--- src/rtl/tcbm_tia_sequencer.sv ---
// TCBM byte-transfer sequencer: turns one-byte send/receive commands into 6523 TIA
// register bus ops, including the DAV/ACK handshake on port C and a port B status read.
module tcbm_tia_sequencer #(
    parameter int unsigned STROBE_CYCLES = 2,
    parameter int unsigned TIMEOUT_POLLS = 1023
) (
    input  logic       clock,
    input  logic       reset,
    input  logic       cmd_valid,
    output logic       cmd_ready,
    input  logic       cmd_dir,
    input  logic [7:0] cmd_data,
    output logic       rsp_valid,
    output logic [7:0] rsp_data,
    output logic [1:0] rsp_status,
    output logic       rsp_timeout,
    output logic       tia_cs_n,
    output logic [2:0] tia_rs,
    output logic       tia_write_n,
    output logic [7:0] tia_data_out,
    output logic       tia_data_oe,
    input  logic [7:0] tia_data_in
);

    localparam int unsigned StrobeW = (STROBE_CYCLES > 1) ? $clog2(STROBE_CYCLES) : 1;
    localparam logic [StrobeW-1:0] StrobeLast = StrobeW'(STROBE_CYCLES - 1);
    localparam logic [9:0] PollLast = 10'(TIMEOUT_POLLS - 1);

    localparam logic [2:0] RsPa   = 3'd0;
    localparam logic [2:0] RsPb   = 3'd1;
    localparam logic [2:0] RsPc   = 3'd2;
    localparam logic [2:0] RsDdra = 3'd3;
    localparam logic [2:0] RsDdrc = 3'd5;

    // StBoot only exists to load the first op's bus fields on the edge after reset
    typedef enum logic [3:0] {
        StBoot, StInitDdrc, StInitPc, StIdle, StSetDdra, StWrPa, StDavLo, StWaitAckLo,
        StRdPa, StDavHi, StWaitAckHi, StRdPb, StDone
    } state_t;

    typedef enum logic [1:0] {PhSetup, PhStrobe, PhHold} phase_t;

    state_t              state;
    state_t              op_next;
    state_t              launch_state;
    phase_t              phase;
    logic [StrobeW-1:0]  strobe_cnt;
    logic [9:0]          poll_cnt;
    logic                dir;
    logic                aborting;
    logic [7:0]          tx_byte;
    logic [7:0]          rx_byte;
    logic [7:0]          rd_data;
    logic [7:0]          pc_shadow;

    logic                in_op;
    logic                poll_again;
    logic                abort_now;
    logic                do_launch;
    logic                launch_dir;
    logic                launch_we;
    logic [2:0]          launch_rs;
    logic [7:0]          launch_wdata;

    assign in_op = !(state inside {StBoot, StIdle, StDone});

    // Op that follows the current one once its HOLD clock ends
    always_comb begin
        op_next    = StIdle;
        poll_again = 1'b0;
        abort_now  = 1'b0;
        unique case (state)
            StBoot:     op_next = StInitDdrc;
            StInitDdrc: op_next = StInitPc;
            StInitPc:   op_next = StIdle;
            StSetDdra:  op_next = dir ? StDavLo : StWrPa;
            StWrPa:     op_next = StDavLo;
            StDavLo:    op_next = StWaitAckLo;
            StWaitAckLo: begin
                if (!rd_data[6]) begin
                    op_next = dir ? StRdPa : StDavHi;
                end else if (poll_cnt == PollLast) begin
                    op_next   = StDavHi;
                    abort_now = 1'b1;
                end else begin
                    op_next    = StWaitAckLo;
                    poll_again = 1'b1;
                end
            end
            StRdPa:     op_next = StDavHi;
            StDavHi:    op_next = aborting ? StDone : StWaitAckHi;
            StWaitAckHi: begin
                if (rd_data[6]) begin
                    op_next = StRdPb;
                end else if (poll_cnt == PollLast) begin
                    op_next   = StDavHi;
                    abort_now = 1'b1;
                end else begin
                    op_next    = StWaitAckHi;
                    poll_again = 1'b1;
                end
            end
            StRdPb:     op_next = StDone;
            default:    op_next = StIdle;
        endcase
    end

    always_comb begin
        launch_state = op_next;
        launch_dir   = dir;
        do_launch    = 1'b0;
        if (state == StIdle) begin
            launch_state = StSetDdra;
            launch_dir   = cmd_dir;
            do_launch    = cmd_valid && cmd_ready;
        end else if (state == StBoot) begin
            do_launch = 1'b1;
        end else if (in_op && phase == PhHold) begin
            do_launch = !(op_next inside {StIdle, StDone});
        end

        launch_we    = 1'b1;
        launch_rs    = RsPc;
        launch_wdata = 8'h00;
        unique case (launch_state)
            StInitDdrc: begin
                launch_rs    = RsDdrc;
                launch_wdata = 8'h80;
            end
            StInitPc:   launch_wdata = pc_shadow;
            StSetDdra: begin
                launch_rs    = RsDdra;
                launch_wdata = launch_dir ? 8'h00 : 8'hFF;
            end
            StWrPa: begin
                launch_rs    = RsPa;
                launch_wdata = tx_byte;
            end
            StDavLo:    launch_wdata = {1'b0, pc_shadow[6:0]};
            StDavHi:    launch_wdata = {1'b1, pc_shadow[6:0]};
            StRdPa: begin
                launch_rs = RsPa;
                launch_we = 1'b0;
            end
            StRdPb: begin
                launch_rs = RsPb;
                launch_we = 1'b0;
            end
            default:    launch_we = 1'b0;
        endcase
    end

    always_ff @(posedge clock) begin
        if (reset) begin
            state        <= StBoot;
            phase        <= PhSetup;
            strobe_cnt   <= '0;
            poll_cnt     <= '0;
            dir          <= 1'b0;
            aborting     <= 1'b0;
            tx_byte      <= 8'h00;
            rx_byte      <= 8'h00;
            rd_data      <= 8'h00;
            pc_shadow    <= 8'h80;
            cmd_ready    <= 1'b0;
            rsp_valid    <= 1'b0;
            rsp_data     <= 8'h00;
            rsp_status   <= 2'b00;
            rsp_timeout  <= 1'b0;
            tia_cs_n     <= 1'b1;
            tia_rs       <= 3'd0;
            tia_write_n  <= 1'b1;
            tia_data_out <= 8'h00;
            tia_data_oe  <= 1'b0;
        end else begin
            rsp_valid <= 1'b0;
            if (state == StIdle && cmd_valid && cmd_ready) begin
                cmd_ready <= 1'b0;
                dir       <= cmd_dir;
                tx_byte   <= cmd_data;
            end
            if (state == StDone) begin
                cmd_ready <= 1'b1;
                state     <= StIdle;
            end
            if (in_op) begin
                unique case (phase)
                    PhSetup: begin
                        tia_cs_n   <= 1'b0;
                        strobe_cnt <= '0;
                        phase      <= PhStrobe;
                    end
                    PhStrobe: begin
                        if (strobe_cnt == StrobeLast) begin
                            tia_cs_n <= 1'b1;
                            phase    <= PhHold;
                            if (tia_write_n) rd_data <= tia_data_in;
                        end else begin
                            strobe_cnt <= strobe_cnt + StrobeW'(1);
                        end
                    end
                    PhHold: begin
                        poll_cnt <= poll_again ? poll_cnt + 10'd1 : 10'd0;
                        if (abort_now) aborting <= 1'b1;
                        if (state == StRdPa) rx_byte <= rd_data;
                        if (op_next == StIdle) begin
                            cmd_ready   <= 1'b1;
                            state       <= StIdle;
                            tia_write_n <= 1'b1;
                            tia_data_oe <= 1'b0;
                        end else if (op_next == StDone) begin
                            rsp_valid   <= 1'b1;
                            rsp_data    <= aborting ? 8'h00 : (dir ? rx_byte : tx_byte);
                            rsp_status  <= aborting ? 2'b11 : rd_data[1:0];
                            rsp_timeout <= aborting;
                            aborting    <= 1'b0;
                            state       <= StDone;
                            tia_write_n <= 1'b1;
                            tia_data_oe <= 1'b0;
                        end
                    end
                    default: phase <= PhSetup;
                endcase
            end
            if (do_launch) begin
                state        <= launch_state;
                phase        <= PhSetup;
                tia_cs_n     <= 1'b1;
                tia_rs       <= launch_rs;
                tia_write_n  <= !launch_we;
                tia_data_out <= launch_wdata;
                tia_data_oe  <= launch_we;
                if (launch_state inside {StDavLo, StDavHi}) pc_shadow <= launch_wdata;
            end
        end
    end

endmodule

--- config.mk ---
export PLATFORM = sky130hd
export DESIGN_NAME = tcbm_tia_sequencer
export DESIGN_NICKNAME = d
export VERILOG_FILES = /design/src/rtl/tcbm_tia_sequencer.sv
export SDC_FILE = /design/constraint.sdc
export NUM_CORES = 1
export LEC_CHECK = 0
export ABC_AREA = 1
export CAP_MARGIN = 20
export CORE_MARGIN = 5
export CORE_UTILIZATION = 31
export DETAILED_ROUTE_END_ITERATION = 16
export PLACE_DENSITY = 0.56
export SLEW_MARGIN = 20
export SYNTH_ARGS = -nofsm -noshare
export SYNTH_HDL_FRONTEND = slang
export SYNTH_SLANG_ARGS = --single-unit
--- constraint.sdc ---
create_clock -name clock -period 4.25 [get_ports clock]
set_input_delay 0.85 -clock clock [delete_from_list [all_inputs] [get_ports clock]]
set_output_delay 0.85 -clock clock [all_outputs]
set_load 0.03 [all_outputs]
==> summary.md, run 1 <==
| Metric | Value |
|---|---|
| Status | `finished clean` |
| Initial antenna violation count | `0` |
| Worst slew pin tran | `0.861 ns` |
| Syn_nets | `around 520` |
| Final GP Congestion | `0.955` |
| Post-DP HPWL | `7050 microns` |
| Pleak | `about 1.7 nW` |
| Synth top area share | `43.0%` |
| Hold-fix buffers, CTS | `0` |
| TritonCTS clock tree | `done` |
| Total gr overflow | `0` |
| CTS sink count | `78` |
| Vias | `~3400` |
| Post-route insts no fill | `692` |
| Synth unique cells | `38` |
| Worst-path maximum fanout | `33` |
| Synth Area in Simple Gates | `27.8%` |
| CTS Buffer Depth | `2` |
| Die ar. | `0.0140 sq mm` |
| Iter 0 DRT Violations | `163` |
| Fin crit share | `57.5%` |
| Most common cell after layout, fill and taps aside | `nand2_1` |
| Most frequent cells in the layout | `nand2_1 (96), dfxtp_1 (78), inv_1 (63)` |
| Fmax | `409 MHz` |
| CP Capture Type | `register` |
| Clk Latency, worst-skew pair | `0.33 ns` |
| Slew Limit Headroom | `42.5%` |
| Antenna-violating nets left | `0` |
| Setup TNS | `0 ns` |
| Fin crit period | `2.45 ns` |
| RSZ-0062 raised after global routing | `no` |
| VDD IR max | `0.178 mV` |
| CTS Buf Count | `9` |
| Final Skew | `0.00880 ns` |
| Maxcap violations | `0` |
| Area of the core | `0.0115 sq mm` |
| Vias per cell | `4.86` |
| Synthesized-area fraction occupied by adder cells | `0.689%` |
| Cell Rows | `39` |
| Clk slew on worst S/H paths | `roughly 0.060 ns` |
| Vias in the first global route | `between 3000 and 4000` |
| Slew Limit Fails | `0` |
| Initial core utilization | `31.7%` |
| DRC viols | `0` |
| Root Buffer | `clkbuf_16` |
| Number of port buffers | `46` |
| Die Height | `about 120 microns` |
| Post-synthesis mux area share | `0%` |
| Drt first pass iters | `5` |
| Main combinational cell family by area after synthesis | `simple AND/OR/NAND/NOR gates` |
| Synthesized cell area | `about 0.0036 sq mm` |
| First-pass GRT wire length | `between 15000 and 20000 microns` |
| Global Route Usage Sum | `a little over an eighth` |
| Hold Path Stages | `2` |
| Post_cts resized | `0` |
| Critical Path RT | `4.50 ns` |
| Top_reg_cell synth | `dfxtp_1` |
| Seq/Total Area, Yosys | `a little over two fifths` |
| H-tree Lvls | `3` |
| Die W | `118 microns` |
| R2r worst-path depth | `8` |
| Cell taking the most area after synthesis | `dfxtp_1` |
| Top cells by area, synth | `dfxtp_1 (43%), nand2_1 (9.9%), a21oi_1 (8.3%)` |
| Final setup viols | `0` |
| WL final | `9360 microns` |
| Setup Buffers After CTS | `0` |
| Yosys warnings | `0` |
| Number of synthesized flops with an enable pin | `0` |
| Placed cells | `676` |
| Number of synthesized register bits | `78` |
| Startpoint Class | `input pin` |
| Compound-gate portion of the synthesized area | `18.7%` |
| Antenna Cells | `0` |
| Post-synthesis instance total | `499` |
| Largest net degree at the start of global routing | `34` |
| Average size of a mapped cell | `7.27 sq um` |
| Area Overhead vs Synth | `23.6%` |
| Synth Area in XOR/XNOR | `0.724%` |
| Nets | `566` |
| Drt wl/cell | `about 14 microns` |
| Cell Pwr Density | `465 mW/mm^2` |
| Arrival time at the worst endpoint | `2.69 ns` |
| Count of final hold-check violations | `0` |
| Layout cells sized above 1 | `10.2%` |
| Fraction of registers with async set/reset | `0%` |
| HP Class | `register to register` |
| WS Path Type | `input pin to register` |
| Top-Level Pins | `47` |
registers in the layout (all words and copies together) (netlist names):
name and flops:
tia_cs_n 1, state 4, rsp_data 8, rsp_valid 1
pc_shadow 8, tia_data_out 8, strobe_cnt 1, poll_cnt 10
tia_rs 3, dir 1, aborting 1, phase 2
cmd_ready 1, rd_data 8, tia_data_oe 1, rsp_status 2
rx_byte 8, tx_byte 8, rsp_timeout 1, tia_write_n 1
kinds of logic after synthesis:
kind of cell | count (synthesis)
compound gates | 128
flops | 78
simple gates | 205
xor+xnor | 3
buf+inv | 83
fa+ha+maj | 2
worst paths after layout:
kind / end / slack, ns / start
max: poll_cnt[6]$_SDFFE_PP0P_ / 1.80 / reset
min: rx_byte[4]$_SDFFE_PP0P_ / 0.44 / rx_byte[4]$_SDFFE_PP0P_
max reg2reg: state[2]$_SDFF_PP0_ / 2.03 / aborting$_SDFFE_PP0P_
min reg2reg: rx_byte[4]$_SDFFE_PP0P_ / 0.44 / rx_byte[4]$_SDFFE_PP0P_
synth_stat cells (all sizes together), types with 2 or more instances:
master	instances
a21oi	61
buf	4
clkbuf	9
dfxtp	78
ha	2
inv	69
nand2	105
nand3	25
nand4	18
nor2	48
nor3	7
o211ai	3
o21ai	59
xor2	2
metrics by stage:
step           util (%)  total power, mW  hold WS (ns)  setup WS, ns  cell area (sq um)
6_report           39.1             2.08         0.444          1.80               4490
3_5_place_dp       36.7             1.39         0.437          1.38               4210
5_1_grt            39.1             2.20         0.474          1.58               4490
2_1_floorplan         -             1.22         0.420          2.61               3630
3_3_place_gp       36.7             1.39         0.435          1.39               4210
4_1_cts            39.1             2.10         0.445          1.73               4490
where the power goes:
| part | switching (mW) | internal (mW) | leakage [nW] |
|---|---|---|---|
| logic | 0.375 | 0.176 | 0.901 |
| clock network | 0.296 | 0.409 | 0.142 |
| registers | 0.0463 | 0.783 | 0.631 |
| total | 0.717 | 1.37 | 1.67 |
cell type report:
| class | count | area, sq um |
|---|---|---|
| timing repair buffer | 47 | 468 |
| tap | 143 | 179 |
| clock inverter | 6 | 37.5 |
| fill | 1163 | 6980 |
| sequential | 78 | 1560 |
| clock buffer | 10 | 239 |
| inverter | 70 | 263 |
| multi-input combinational | 338 | 1740 |
critical path, stage by stage:
cell,delay [ns]
clkdlybuf4s50_1,0.40
buf_4,0.22
inv_1,0.65
nand2_2,0.29
a211oi_1,0.27
layer usage:
| layer | up-vias | part of all wire (%) | GRT usage [%] |
|---|---|---|---|
| met1 | 1548 | 47 | 17.5 |
| met5 | - | 0 | 0 |
| met2 | 67 | 47 | 22.6 |
| met4 | 0 | 1.9 | 4.66 |
| li1 | 1734 | - | - |
| met3 | 15 | 3.8 | 2.96 |
Note: power is estimated with default switching activity, not from simulation.
==> run 2: changes to the inputs <==
--- a/config.mk
+++ b/config.mk
@@ -10,7 +10,7 @@
 export CORE_MARGIN = 5
 export CORE_UTILIZATION = 31
 export DETAILED_ROUTE_END_ITERATION = 16
-export PLACE_DENSITY = 0.56
+export PLACE_DENSITY = 0.58
 export SLEW_MARGIN = 20
 export SYNTH_ARGS = -nofsm -noshare
 export SYNTH_HDL_FRONTEND = slang
==> constraint.sdc (replaced) <==
create_clock -name clock -period 2.1 [get_ports clock]
set_input_delay 0.42 -clock clock [delete_from_list [all_inputs] [get_ports clock]]
set_output_delay 0.42 -clock clock [all_outputs]
set_load 0.03 [all_outputs]
==> summary.md, run 2 (synthesized netlist as in run 1, its figures left out) <==
| Metric | Value |
|---|---|
| Status | `finished clean` |
| Number of port buffers | `46 (unchanged)` |
| HP Class | `register to register` |
| Critical Path RT | `2.37 ns (-2.13 ns)` |
| Layout cells sized above 1 | `12.4% (+2.2 points)` |
| Arrival time at the worst endpoint | `2.18 ns (-0.51 ns)` |
| Critical path launch point | `state[3]$_SDFF_PP0_` |
| Most frequent cells in the layout | `nand2_1 (96), dfxtp_1 (78), inv_1 (63)` |
| Antenna Cells | `0 (unchanged)` |
| Final GP Congestion | `0.880 (-7.9%)` |
| Hold-fix buffers, CTS | `0 (unchanged)` |
| R2r setup slk | `0.18 ns (-1.85 ns)` |
| H-tree Lvls | `3 (unchanged)` |
| Die ar. | `0.0140 sq mm (unchanged)` |
| Maxcap violations | `0 (unchanged)` |
| Vias per cell | `4.82 (-0.76%)` |
| Slew Limit Headroom | `73.4% (+31 points)` |
| Final worst slack | `0.182 ns (-1.62 ns)` |
| Global Route Usage Sum | `13.7% (+0.075 points)` |
| Worst slew pin tran | `0.398 ns (-0.463 ns)` |
| R2r worst-path depth | `11 (+3)` |
| Vias | `3406 (+1.2%)` |
| Top-Level Pins | `47 (unchanged)` |
| Crit path max-delay cell type | `dfxtp_1` |
| Fin crit period | `~1.9 ns` |
| First-pass GRT wire length | `15800 microns (-0.35%)` |
| Setup TNS | `0 ns (unchanged)` |
| Largest net degree at the start of global routing | `22 (-35%)` |
| Clk slew on worst S/H paths | `0.06 ns (about the same)` |
| Fill cell total of the finished layout | `1167 (+0.34%)` |
| VDD IR max | `0.400 mV (+120%)` |
| Final setup viols | `0 (unchanged)` |
| Total gr overflow | `0 (unchanged)` |
| DRC viols | `0 (unchanged)` |
| Antenna-violating nets left | `0 (unchanged)` |
| Pleak | `1.76 nW (+5.0%)` |
| Count of final hold-check violations | `0 (unchanged)` |
| Startpoint Class | `register` |
| Initial core utilization | `31.7% (unchanged)` |
| Most flops, register | `poll_cnt` |
| CP Capture Type | `register` |
| RSZ-0062 raised after global routing | `no` |
| Area Overhead vs Synth | `27.4%` |
| WL final | `9610 microns (+2.7%)` |
| Die Height | `118 microns (unchanged)` |
| FF-to-FF Start | `state[3]$_SDFF_PP0_` |
| Worst-path maximum fanout | `10 (-70%)` |
| Iter 0 DRT Violations | `97 (-40%)` |
| CP max stage delay | `0.46 ns (-0.19 ns)` |
| Final Skew | `0.0130 ns (+0.00423 ns)` |
| Worst-path cell chain | `inv_2 > nand2_2 > nand2_2 > o21ai_4 > nor2_4 > nand3_2 > nand3_4 > nor2_4 > buf_4 > nand2_1 > o21ai_1` |
| WS Path Type | `register to register` |
| Cell Pwr Density | `951 mW/mm^2 (+100%)` |
| Cell Rows | `39 (unchanged)` |
| CTS sink count | `78 (unchanged)` |
| Pre-CTS setup slack | `0.0953 ns (-1.29 ns)` |
| Drt wl/cell | `13.6 microns (+0.64%)` |
| Clk Latency, worst-skew pair | `0.33 ns (about the same)` |
| Fin crit share | `91.3%` |
| CTS Buf Count | `9 (unchanged)` |
| Die W | `118 microns (unchanged)` |
| Crit path to | `tia_rs[2]$_SDFFE_PP0P_` |
| Slew Limit Fails | `0 (unchanged)` |
| Post-DP HPWL | `7380 microns (+4.8%)` |
| Nets | `581 (+2.7%)` |
| Reg2reg end | `tia_rs[2]$_SDFFE_PP0P_` |
| Root Buffer | `clkbuf_16` |
| Area of the core | `0.0115 sq mm (unchanged)` |
| Vias in the first global route | `3288 (-0.061%)` |
| CTS Buffer Depth | `2 (unchanged)` |
| Initial antenna violation count | `0 (unchanged)` |
| Hold Path Stages | `2 (unchanged)` |
| Max reg flops | `10 (unchanged)` |
| TritonCTS clock tree | `done` |
| Drt first pass iters | `4 (-1)` |
| Fmax | `521 MHz` |
| Most common cell after layout, fill and taps aside | `nand2_1` |
[run 2: cell types whose count changed in the layout (fill, tap and decap cells not counted), sizes merged]
| cell | change |
|---|---|
| buf | +15 |
| bufinv | +1 |
| clkdlybuf4s50 | -1 |
| clkinv | -3 |
| dlymetal6s2s | +1 |
| inv | +1 |
[run 2: repair_timing]
action | CTS | global route
buffers inserted | 0 | 2
resized for setup | 0 | 2
setup endpoints to repair | 0 | 5
[run 2: per-stage QoR]
stage | util [%] | hold slack (ns) | instance area (sq um) | power (mW) | std cells
after global placement | 37.6 | 0.433 | 4310 | 2.86 | 689
after CTS | 40.2 | 0.443 | 4610 | 4.42 | 704
after floorplan | - | 0.420 | 3630 | 2.46 | 499
after global routing | 40.3 | 0.465 | 4620 | 4.64 | 706
after detailed placement | 37.6 | 0.434 | 4310 | 2.86 | 689
final | 40.3 | 0.439 | 4620 | 4.40 | 706
[run 2: layout make-up]
class | count | area [sq um] | share of cell area (%)
inverter | 70 | 263 | 5.68
clock buffer | 10 | 239 | 5.17
timing repair buffer | 62 | 583 | 12.6
clock inverter | 5 | 57.6 | 1.24
tap | 143 | 179 | 3.87
multi-input combinational | 338 | 1740 | 37.6
sequential | 78 | 1560 | 33.8
[run 2: metal layers]
layer	routed length, microns	part of all wire [%]	vias up	global-route usage [%]
met4	127	1.3	0	4.87
met5	0	0	-	0
met2	4560	47	96	23.1
li1	-	-	1774	-
met3	476	5.0	14	3.20
met1	4440	46	1522	17.0
[run 2: worst min path at each step]
stage / from / endpoint / slack [ns]
floorplan: rx_byte[0]$_SDFFE_PP0P_ / rx_byte[0]$_SDFFE_PP0P_ / 0.42
global placement: rx_byte[1]$_SDFFE_PP0P_ / rx_byte[1]$_SDFFE_PP0P_ / 0.43
detailed placement: rx_byte[1]$_SDFFE_PP0P_ / rx_byte[1]$_SDFFE_PP0P_ / 0.43
CTS: rx_byte[1]$_SDFFE_PP0P_ / rx_byte[1]$_SDFFE_PP0P_ / 0.44
global route: rx_byte[4]$_SDFFE_PP0P_ / rx_byte[4]$_SDFFE_PP0P_ / 0.46
finish: rx_byte[1]$_SDFFE_PP0P_ / rx_byte[1]$_SDFFE_PP0P_ / 0.44
[run 2: power breakdown]
| group | internal, mW | switching (mW) | total, mW |
|---|---|---|---|
| logic | 0.406 | 0.757 | 1.16 |
| registers | 1.58 | 0.106 | 1.69 |
| clock network | 0.947 | 0.597 | 1.54 |
| total | 2.94 | 1.46 | 4.40 |
[run 2: critical path: cells and delay by family, from the launching register on]
family | cells | cell delay (ns)
AO/OA/AOI/OAI | 2 | 0.30
AND/OR/NAND/NOR | 7 | 0.83
buffers and inverters | 2 | 0.26
flip-flops | 1 | 0.46
